File: src/rtl/divisor_sequencial.sv
// Sequential unsigned restoring divider: one trial subtraction per clock through a
// ripple-borrow subtractor, with a start/done handshake and divide-by-zero flag.
module divisor_sequencial #(
    parameter int unsigned WIDTH = 8
) (
    input  logic             clk,
    input  logic             rst_n,
    input  logic             start,
    input  logic [WIDTH-1:0] dividendo,
    input  logic [WIDTH-1:0] divisor,
    output logic [WIDTH-1:0] quociente,
    output logic [WIDTH-1:0] resto,
    output logic             busy,
    output logic             done,
    output logic             div_zero
);

    localparam int unsigned CW = $clog2(WIDTH);
    localparam logic [CW-1:0] CntLast = CW'(WIDTH - 1);

    typedef enum logic [1:0] {StIdle, StCalc, StDone} state_e;

    state_e           state_q, state_d;
    logic [WIDTH-1:0] q_q, q_d;
    logic [WIDTH:0]   r_q, r_d;
    logic [WIDTH-1:0] d_q, d_d;
    logic [CW-1:0]    cnt_q, cnt_d;
    logic [WIDTH-1:0] quo_q, quo_d;
    logic [WIDTH-1:0] res_q, res_d;
    logic             dz_q, dz_d;
    logic             busy_q, busy_d;
    logic             done_q, done_d;

    logic [WIDTH:0]   rs;
    logic [WIDTH:0]   sub_b;
    logic [WIDTH:0]   trial;
    logic             borrow;

    // Ripple-borrow subtractor: trial = rs - {0, D}, borrow-out set when rs < D.
    always_comb begin
        logic bw;
        rs     = {r_q[WIDTH-1:0], q_q[WIDTH-1]};
        sub_b  = {1'b0, d_q};
        trial  = '0;
        bw     = 1'b0;
        for (int i = 0; i <= WIDTH; i++) begin
            trial[i] = rs[i] ^ sub_b[i] ^ bw;
            bw       = (~rs[i] & sub_b[i]) | (~(rs[i] ^ sub_b[i]) & bw);
        end
        borrow = bw;
    end

    always_comb begin
        state_d = state_q;
        q_d     = q_q;
        r_d     = r_q;
        d_d     = d_q;
        cnt_d   = cnt_q;
        quo_d   = quo_q;
        res_d   = res_q;
        dz_d    = dz_q;

        unique case (state_q)
            StIdle: begin
                if (start) begin
                    if (divisor != '0) begin
                        d_d     = divisor;
                        q_d     = dividendo;
                        r_d     = '0;
                        cnt_d   = '0;
                        dz_d    = 1'b0;
                        state_d = StCalc;
                    end else begin
                        quo_d   = '1;
                        res_d   = dividendo;
                        dz_d    = 1'b1;
                        state_d = StDone;
                    end
                end
            end
            StCalc: begin
                q_d   = {q_q[WIDTH-2:0], ~borrow};
                r_d   = borrow ? rs : trial;
                cnt_d = cnt_q + 1'b1;
                if (cnt_q == CntLast) begin
                    quo_d   = q_d;
                    res_d   = r_d[WIDTH-1:0];
                    state_d = StDone;
                end
            end
            StDone:  state_d = StIdle;
            default: state_d = StIdle;
        endcase

        // Status flags are registered from the next state so outputs come straight from flops.
        busy_d = (state_d != StIdle);
        done_d = (state_d == StDone);
    end

    always_ff @(posedge clk or negedge rst_n) begin
        if (!rst_n) begin
            state_q <= StIdle;
            q_q     <= '0;
            r_q     <= '0;
            d_q     <= '0;
            cnt_q   <= '0;
            quo_q   <= '0;
            res_q   <= '0;
            dz_q    <= 1'b0;
            busy_q  <= 1'b0;
            done_q  <= 1'b0;
        end else begin
            state_q <= state_d;
            q_q     <= q_d;
            r_q     <= r_d;
            d_q     <= d_d;
            cnt_q   <= cnt_d;
            quo_q   <= quo_d;
            res_q   <= res_d;
            dz_q    <= dz_d;
            busy_q  <= busy_d;
            done_q  <= done_d;
        end
    end

    assign quociente = quo_q;
    assign resto     = res_q;
    assign div_zero  = dz_q;
    assign busy      = busy_q;
    assign done      = done_q;

endmodule

File: config.mk
export PLATFORM = sky130hd
export DESIGN_NAME = divisor_sequencial
export DESIGN_NICKNAME = d
export VERILOG_FILES = /design/src/rtl/divisor_sequencial.sv
export SDC_FILE = /design/constraint.sdc
export NUM_CORES = 1
export LEC_CHECK = 0
export ABC_AREA = 1
export BUFFER_PORTS_ARGS = -buffer_cell sky130_fd_sc_hd__buf_2
export CORE_MARGIN = 4
export CORE_UTILIZATION = 31
export CTS_CLUSTER_SIZE = 14
export DETAILED_ROUTE_END_ITERATION = 8
export PLACE_DENSITY_LB_ADDON = 0.2
export SLEW_MARGIN = 20
export SYNTH_ARGS = -nofsm -noshare
export SYNTH_HDL_FRONTEND = slang
export SYNTH_SLANG_ARGS = --single-unit
File: constraint.sdc
create_clock -name clk -period 5.25 [get_ports clk]
set_input_delay 0.525 -clock clk [delete_from_list [all_inputs] [get_ports clk]]
set_output_delay 0.525 -clock clk [all_outputs]
set_load 0.005 [all_outputs]
# After elaboration in Yosys (flattened, before gate mapping)
# Cells that the tools add are included.
dict set report op_classes {
  add_sub_neg 1
  reduce_logical 8
  n_bitwise 55
  n_mux 23
  n_eq_ne 7
}
# op n
set op_table {}
lappend op_table {{8-bit 2-to-1 mux} 11}
lappend op_table {{8-bit case mux with 2 select lines} 4}
lappend op_table {{1-bit NOT} 17}
lappend op_table {{1-bit bitwise AND} 16}
lappend op_table {{1-bit bitwise XOR} 15}
lappend op_table {{2-bit inequality test, second input constant} 4}
lappend op_table {{8-bit nonzero test} 1}
lappend op_table {{1-bit bitwise OR} 7}
lappend op_table {{2-bit 2-to-1 mux} 3}
lappend op_table {{3-bit 2-to-1 mux} 2}
lappend op_table {{3-bit case mux with 2 select lines} 1}
lappend op_table {{3-bit AND reduction} 2}
lappend op_table {{2-bit case mux with 2 select lines} 1}
lappend op_table {{4-bit AND reduction} 1}
lappend op_table {{2-bit nonzero test} 2}
lappend op_table {{3-bit by 1-bit adder with 3-bit output, second input constant} 1}
lappend op_table {{3-bit equality test, second input constant} 1}
lappend op_table {{2-bit by 1-bit equality test with 1-bit output, second input constant} 1}
lappend op_table {{2-bit equality test, second input constant} 1}
lappend op_table {{2-bit zero test} 1}
lappend op_table {{2-bit AND reduction} 1}
lappend op_table {{1-bit 2-to-1 mux} 1}
dict set report word_totals {
  in_bits 19
  wordCells 104
  ff_bits 48
}

# Logic depth before layout (Yosys ltp)
dict set report depth {
  depth_word 20
  mapped_depth 15
  mapped_depth_nobuf 15
}

# Worst setup path before layout
# No wires, ideal clock.
dict set report synth_timing {
  path_type {register to register}
  start {register q_q[7]}
  end {register res_q[0] (netlist: resto[0])}
  stages_incl_launch_ff 16
  t_arrival_ns 3.752
  setup_slack_ns 1.382
  setup_ns 0.117
  path_cell_list {dfrtp_1 inv_1 ha_1 fa_1 fa_1 fa_1 fa_1 fa_1 fa_1 fa_1 nand2_1 nor2_4 nand2_1 nand3_1 nand2_1 nand2_1}
}
dict set report synth_via {
  elab_chain_len 20
  word_cells_on_any_way 21
  classes_between {mux: 3; bitwise: 18}
}
# element line_no
set synth_lines {}
lappend synth_lines {{from (decl)} 24} ;# logic [WIDTH-1:0] q_q, q_d;
lappend synth_lines {{from (signal assigned)} 114} ;# q_q <= q_d;
lappend synth_lines {{1-bit NOT} 48} ;# bw = (~rs[i] & sub_b[i]) | (~(rs[i] ^ sub_b[i]) & bw);
lappend synth_lines {{1-bit bitwise AND (2 in series)} 48}
lappend synth_lines {{1-bit bitwise OR} 48}
lappend synth_lines {{1-bit bitwise AND} 48}
lappend synth_lines {{1-bit bitwise OR} 48}
lappend synth_lines {{1-bit bitwise AND} 48}
lappend synth_lines {{1-bit bitwise OR} 48}
lappend synth_lines {{1-bit bitwise AND} 48}
lappend synth_lines {{[... 3 more ...]} -}
lappend synth_lines {{1-bit bitwise AND} 48}
lappend synth_lines {{1-bit bitwise OR} 48}
lappend synth_lines {{1-bit bitwise AND} 48}
lappend synth_lines {{1-bit bitwise OR} 48}
lappend synth_lines {{1-bit bitwise AND} 48}
lappend synth_lines {{8-bit 2-to-1 mux (*)} 83} ;# r_d = borrow ? rs : trial;
lappend synth_lines {{8-bit 2-to-1 mux (*)} 85} ;# if (cnt_q == CntLast) begin
lappend synth_lines {{8-bit case mux with 2 select lines (*)} 63} ;# unique case (state_q)
lappend synth_lines {{to (signal assigned)} 119} ;# res_q <= res_d;
lappend synth_lines {{to (decl)} 29} ;# logic [WIDTH-1:0] res_q, res_d;
# Every way passes the cells marked *; elsewhere a longest branch is shown, timed or not. The select of a mux whose other input is x is not followed.
# A chain may end at the register's enable or synchronous reset.

# Worst setup path in the final report
dict set report layout_timing {
  start {register q_q[7]}
  end {register res_q[5] (netlist: resto[5])}
}
dict set report layout_via {
  elab_chain_len 20
  word_cells_on_any_way 21
  classes_between {mux: 3; bitwise: 18}
}
# element line_no
set layout_lines {}
lappend layout_lines {{1-bit NOT (*)} 48}
lappend layout_lines {{1-bit bitwise AND (*) (2 in series)} 48}
lappend layout_lines {{1-bit bitwise OR (*)} 48}
lappend layout_lines {{1-bit bitwise AND (*)} 48}
lappend layout_lines {{1-bit bitwise OR (*)} 48}
lappend layout_lines {{1-bit bitwise AND (*)} 48}
lappend layout_lines {{1-bit bitwise OR (*)} 48}
lappend layout_lines {{1-bit bitwise AND (*)} 48}
lappend layout_lines {{[... 3 more ...]} -}
lappend layout_lines {{1-bit bitwise AND} 48}
lappend layout_lines {{1-bit bitwise OR} 48}
lappend layout_lines {{1-bit bitwise AND} 48}
lappend layout_lines {{1-bit bitwise OR} 48}
lappend layout_lines {{1-bit bitwise AND} 48}
lappend layout_lines {{8-bit 2-to-1 mux (*)} 83}
lappend layout_lines {{8-bit 2-to-1 mux (*)} 85}
lappend layout_lines {{8-bit case mux with 2 select lines (*)} 63}
# Marked as above.

==> impl_metrics.tcl <==
set metrics [dict create \
    rows 32 \
    dr.pass1.iters 4 \
    routabilityCongestion 0.770 \
    crit_path_frequent_cell "fa_1" \
    syn_inst 290 \
    r2r_slack_ns 1.05 \
    crit_chain "inv_1 > ha_1 > fa_1 > fa_1 > fa_1 > fa_1 > fa_1 > fa_1 > fa_1 > nand2_1 > nor2_4 > nand2_1 > nand3_1 > nand2_1 > nand2_1" \
    dieArea_sq_um 9500 \
    worstSetupPathType "flip-flop to flip-flop" \
    core_area_sq_um 7770 \
    max_freq_ghz 0.238 \
    drt_wl_total_mm 5.98 \
    syn_to_final_growth_pct 13.9 \
    ir_drop_uv 286 \
    grtUsageMet3_pct 2.58 \
    grt_busiest_layer "met2" \
    post-dp-hpwl_mm 4.28 \
    wire_per_inst_um 13.9 \
    initial_core_util_pct 32.0 \
    layout_min_cycle_time_ns 4.20 \
    use_met1_pct 19.4 \
    antenna_found_initial 0 \
    clk_pin_slew_ns 0.08 \
    clock_path_buffers 2 \
    io_buffer_count 37 \
    p_per_area_nw_per_um2 632 \
    vias_per_cell 4.54 \
    synthAdderAreaFrac_pct 7.16 \
    h-tree-depth 2 \
    ant_nets 0 \
    synth_compound_area_share_pct 2.47 \
    drive_gt1_share_pct 17.7 \
    cts.sinks 48 \
    drv_slew 0 \
    outcome "complete, no violations" \
    syn-num-nets 319 \
    clock_latency_ns 0.30 \
    stdcell_area_sq_um 2830 \
    rsz0062_at_grt "no" \
    end_kind "flip-flop" \
    die_w_um 97.5 \
    setup_viol 0 \
    ys_ff_latch 48 \
    netlist_area_sq_um 2480 \
    synth.area.mux_share_pct 0 \
    grt_max_degree 49 \
    finalCoreUtilization_pct 36.4 \
    yosys.cell_types.count 24 \
    grt_pass1_vias 2020 \
    seq_area_sq_um 1200 \
    multi_input_area_sq_um 1130 \
    antenna_cells 0 \
    fin_worst_skew_ns 0.00712 \
    avgSynthCellArea_sq_um 8.56 \
    first_iter_violations 62 \
    synth-simple-area-share_pct 36.1 \
    vias 1948 \
    cp.required_ns 5.43 \
    timing.final.crit_share_pct 79.9 \
    crit_buf_inv 1 \
    synth_top_family_by_area "simple AND/OR/NAND/NOR gates" \
    io_pins 38 \
    fillCellCount 839 \
    die_h_um 97.5 \
    path_delay_family "adder cells" \
    crit_slowest_cell "fa_1" \
    hold_viol_final 0 \
    gr-usage-all-layers_pct 13.6 \
    place_ws_ns 1.05 \
    ctsResizeCount 0 \
    holdBufCountCts 0 \
    synthXorXnorAreaFrac_pct 0 \
    fin_tns_setup_ns 0 \
    yosysWarningCount 0 \
    worst_slack_ns 1.05 \
    critPathArrivalTime_ns 4.38 \
    relSlewSlack_pct 58.3 \
    crit_cells 15 \
    worst_setup_path_start_kind "flip-flop" \
    cts_tree "yes" \
    cp_max_fo 10 \
    reg2reg_to "resto[5]" \
    grt_overflow 0 \
    nets 355 \
    dpl_cell_area_sq_um 2740 \
    cts_made_buffers 5 \
    seq_area_frac_synth_pct 48.4 \
    power.static_leakage_uw 0.00150 \
    grt_pass1_wl_mm 10.5 \
    drv_cap 0 \
    worst_pin_slew_ns 0.626 \
    use_met2_pct 21.6 \
    cp_slowest_stage_delay_ns 0.40 \
    r2r_cells 15 \
    power_uw 1790 \
    root_buffer "clkbuf_8" \
    hp-class "input pin to async pin" \
    post_cts_buffers 0 \
    drcViolationCount 0 \
    r2r_start "q_q[7]" \
]
-- cell families after synthesis --
logic type,Yosys count
and+or+nand+nor,191
adders and majority gates,10
AOI/OAI and AO/OA,10
DFF,48
buffers and inverters,31
-- stage by stage --
| stage | cells | hold WS (ns) |
|---|---|---|
| 6_report | 429 | 0.239 |
| 5_1_grt | 429 | 0.288 |
| 4_1_cts | 429 | 0.264 |
| 3_5_place_dp | 421 | 0.462 |
| 3_3_place_gp | 421 | 0.455 |
| 2_1_floorplan | 290 | 0.229 |
-- final cells by class --
cell class / instances / area share [%]
Clock buffer: 8 / 3.19
Multi-Input combinational cell: 211 / 40.1
Tap cell: 102 / 4.51
Inverter: 23 / 3.05
Sequential cell: 48 / 42.5
Timing Repair Buffer: 37 / 6.64
-- worst register-to-register path: stages (launching register included) --
cell	delay, ns
dfrtp_1	0.37
inv_1	0.05
ha_1	0.19
fa_1	0.38
fa_1	0.40
fa_1	0.39
fa_1	0.39
fa_1	0.39
fa_1	0.39
fa_1	0.38
nand2_1	0.30
nor2_4	0.12
nand2_1	0.10
nand3_1	0.08
nand2_1	0.09
nand2_1	0.06
-- cells in the final DEF, fill, tap and decap left out, drive strengths merged --
cell	netlist	routed
or2	1	1
nand2	124	124
nand3	33	33
o21ai	9	9
dfrtp	48	48
clkbuf	1	8
nor3	1	1
nand3b	8	8
buf	7	37
inv	23	23
nand4	8	8
a21oi	1	1
nor2	8	8
fa	7	7
ha	3	3
and2	8	8
-- layer usage --
layer | vias to the layer above | part of all wire, %
met5 | - | 0
met4 | 0 | 0.95
met3 | 5 | 4.2
met2 | 41 | 45
met1 | 911 | 49
li1 | 991 | -
-- sequential cells by signal, indices dropped and copies added (netlist names) --
| name | flops |
|---|---|
| d_q | 8 |
| done | 1 |
| q_q | 8 |
| r_q | 8 |
| quociente | 8 |
| resto | 8 |
| div_zero | 1 |
| cnt_q | 3 |
| busy | 1 |
| state_q | 2 |
-- report_power, final --
group / total [uW] / switching [uW] / internal [uW]
sequential: 656 / 113 / 543
clock: 227 / 120 / 108
combinational: 903 / 517 / 386
total: 1790 / 750 / 1040
-- cell usage after synthesis --
master / count / share of area (%)
nand3_1: 33 / 6.7
nand2_1: 117 / 18
buf_2: 2 / 0.40
nor2_1: 5 / 0.76
nor3_2: 1 / 0.40
or2_2: 1 / 0.25
inv_1: 21 / 3.2
clkbuf_2: 1 / 0.20
inv_2: 2 / 0.30
nand3b_1: 8 / 2.4
nand4_1: 8 / 2.0
o21ai_0: 9 / 1.8
nor2_4: 1 / 0.45
fa_1: 7 / 5.6
dfrtp_1: 48 / 48
and2_1: 8 / 2.0
nor2_8: 1 / 0.81
buf_6: 2 / 0.91
a21oi_4: 1 / 0.66
nor2_2: 1 / 0.25
buf_4: 3 / 0.91
nand2_4: 3 / 1.4
ha_1: 3 / 1.5
nand2_2: 4 / 1.0
-- worst max path at each step --
| stage | startpoint | end | slack, ns |
|---|---|---|---|
| after detailed placement | q_q[7] | resto[5] | 1.05 |
| after floorplan | q_q[7] | resto[0] | 1.38 |
| final | q_q[7] | resto[5] | 1.05 |
| after global routing | q_q[7] | resto[4] | 0.84 |
| after CTS | q_q[7] | resto[5] | 1.03 |
| after global placement | q_q[7] | resto[6] | 1.16 |
Note: power is estimated with default switching activity, not from simulation.
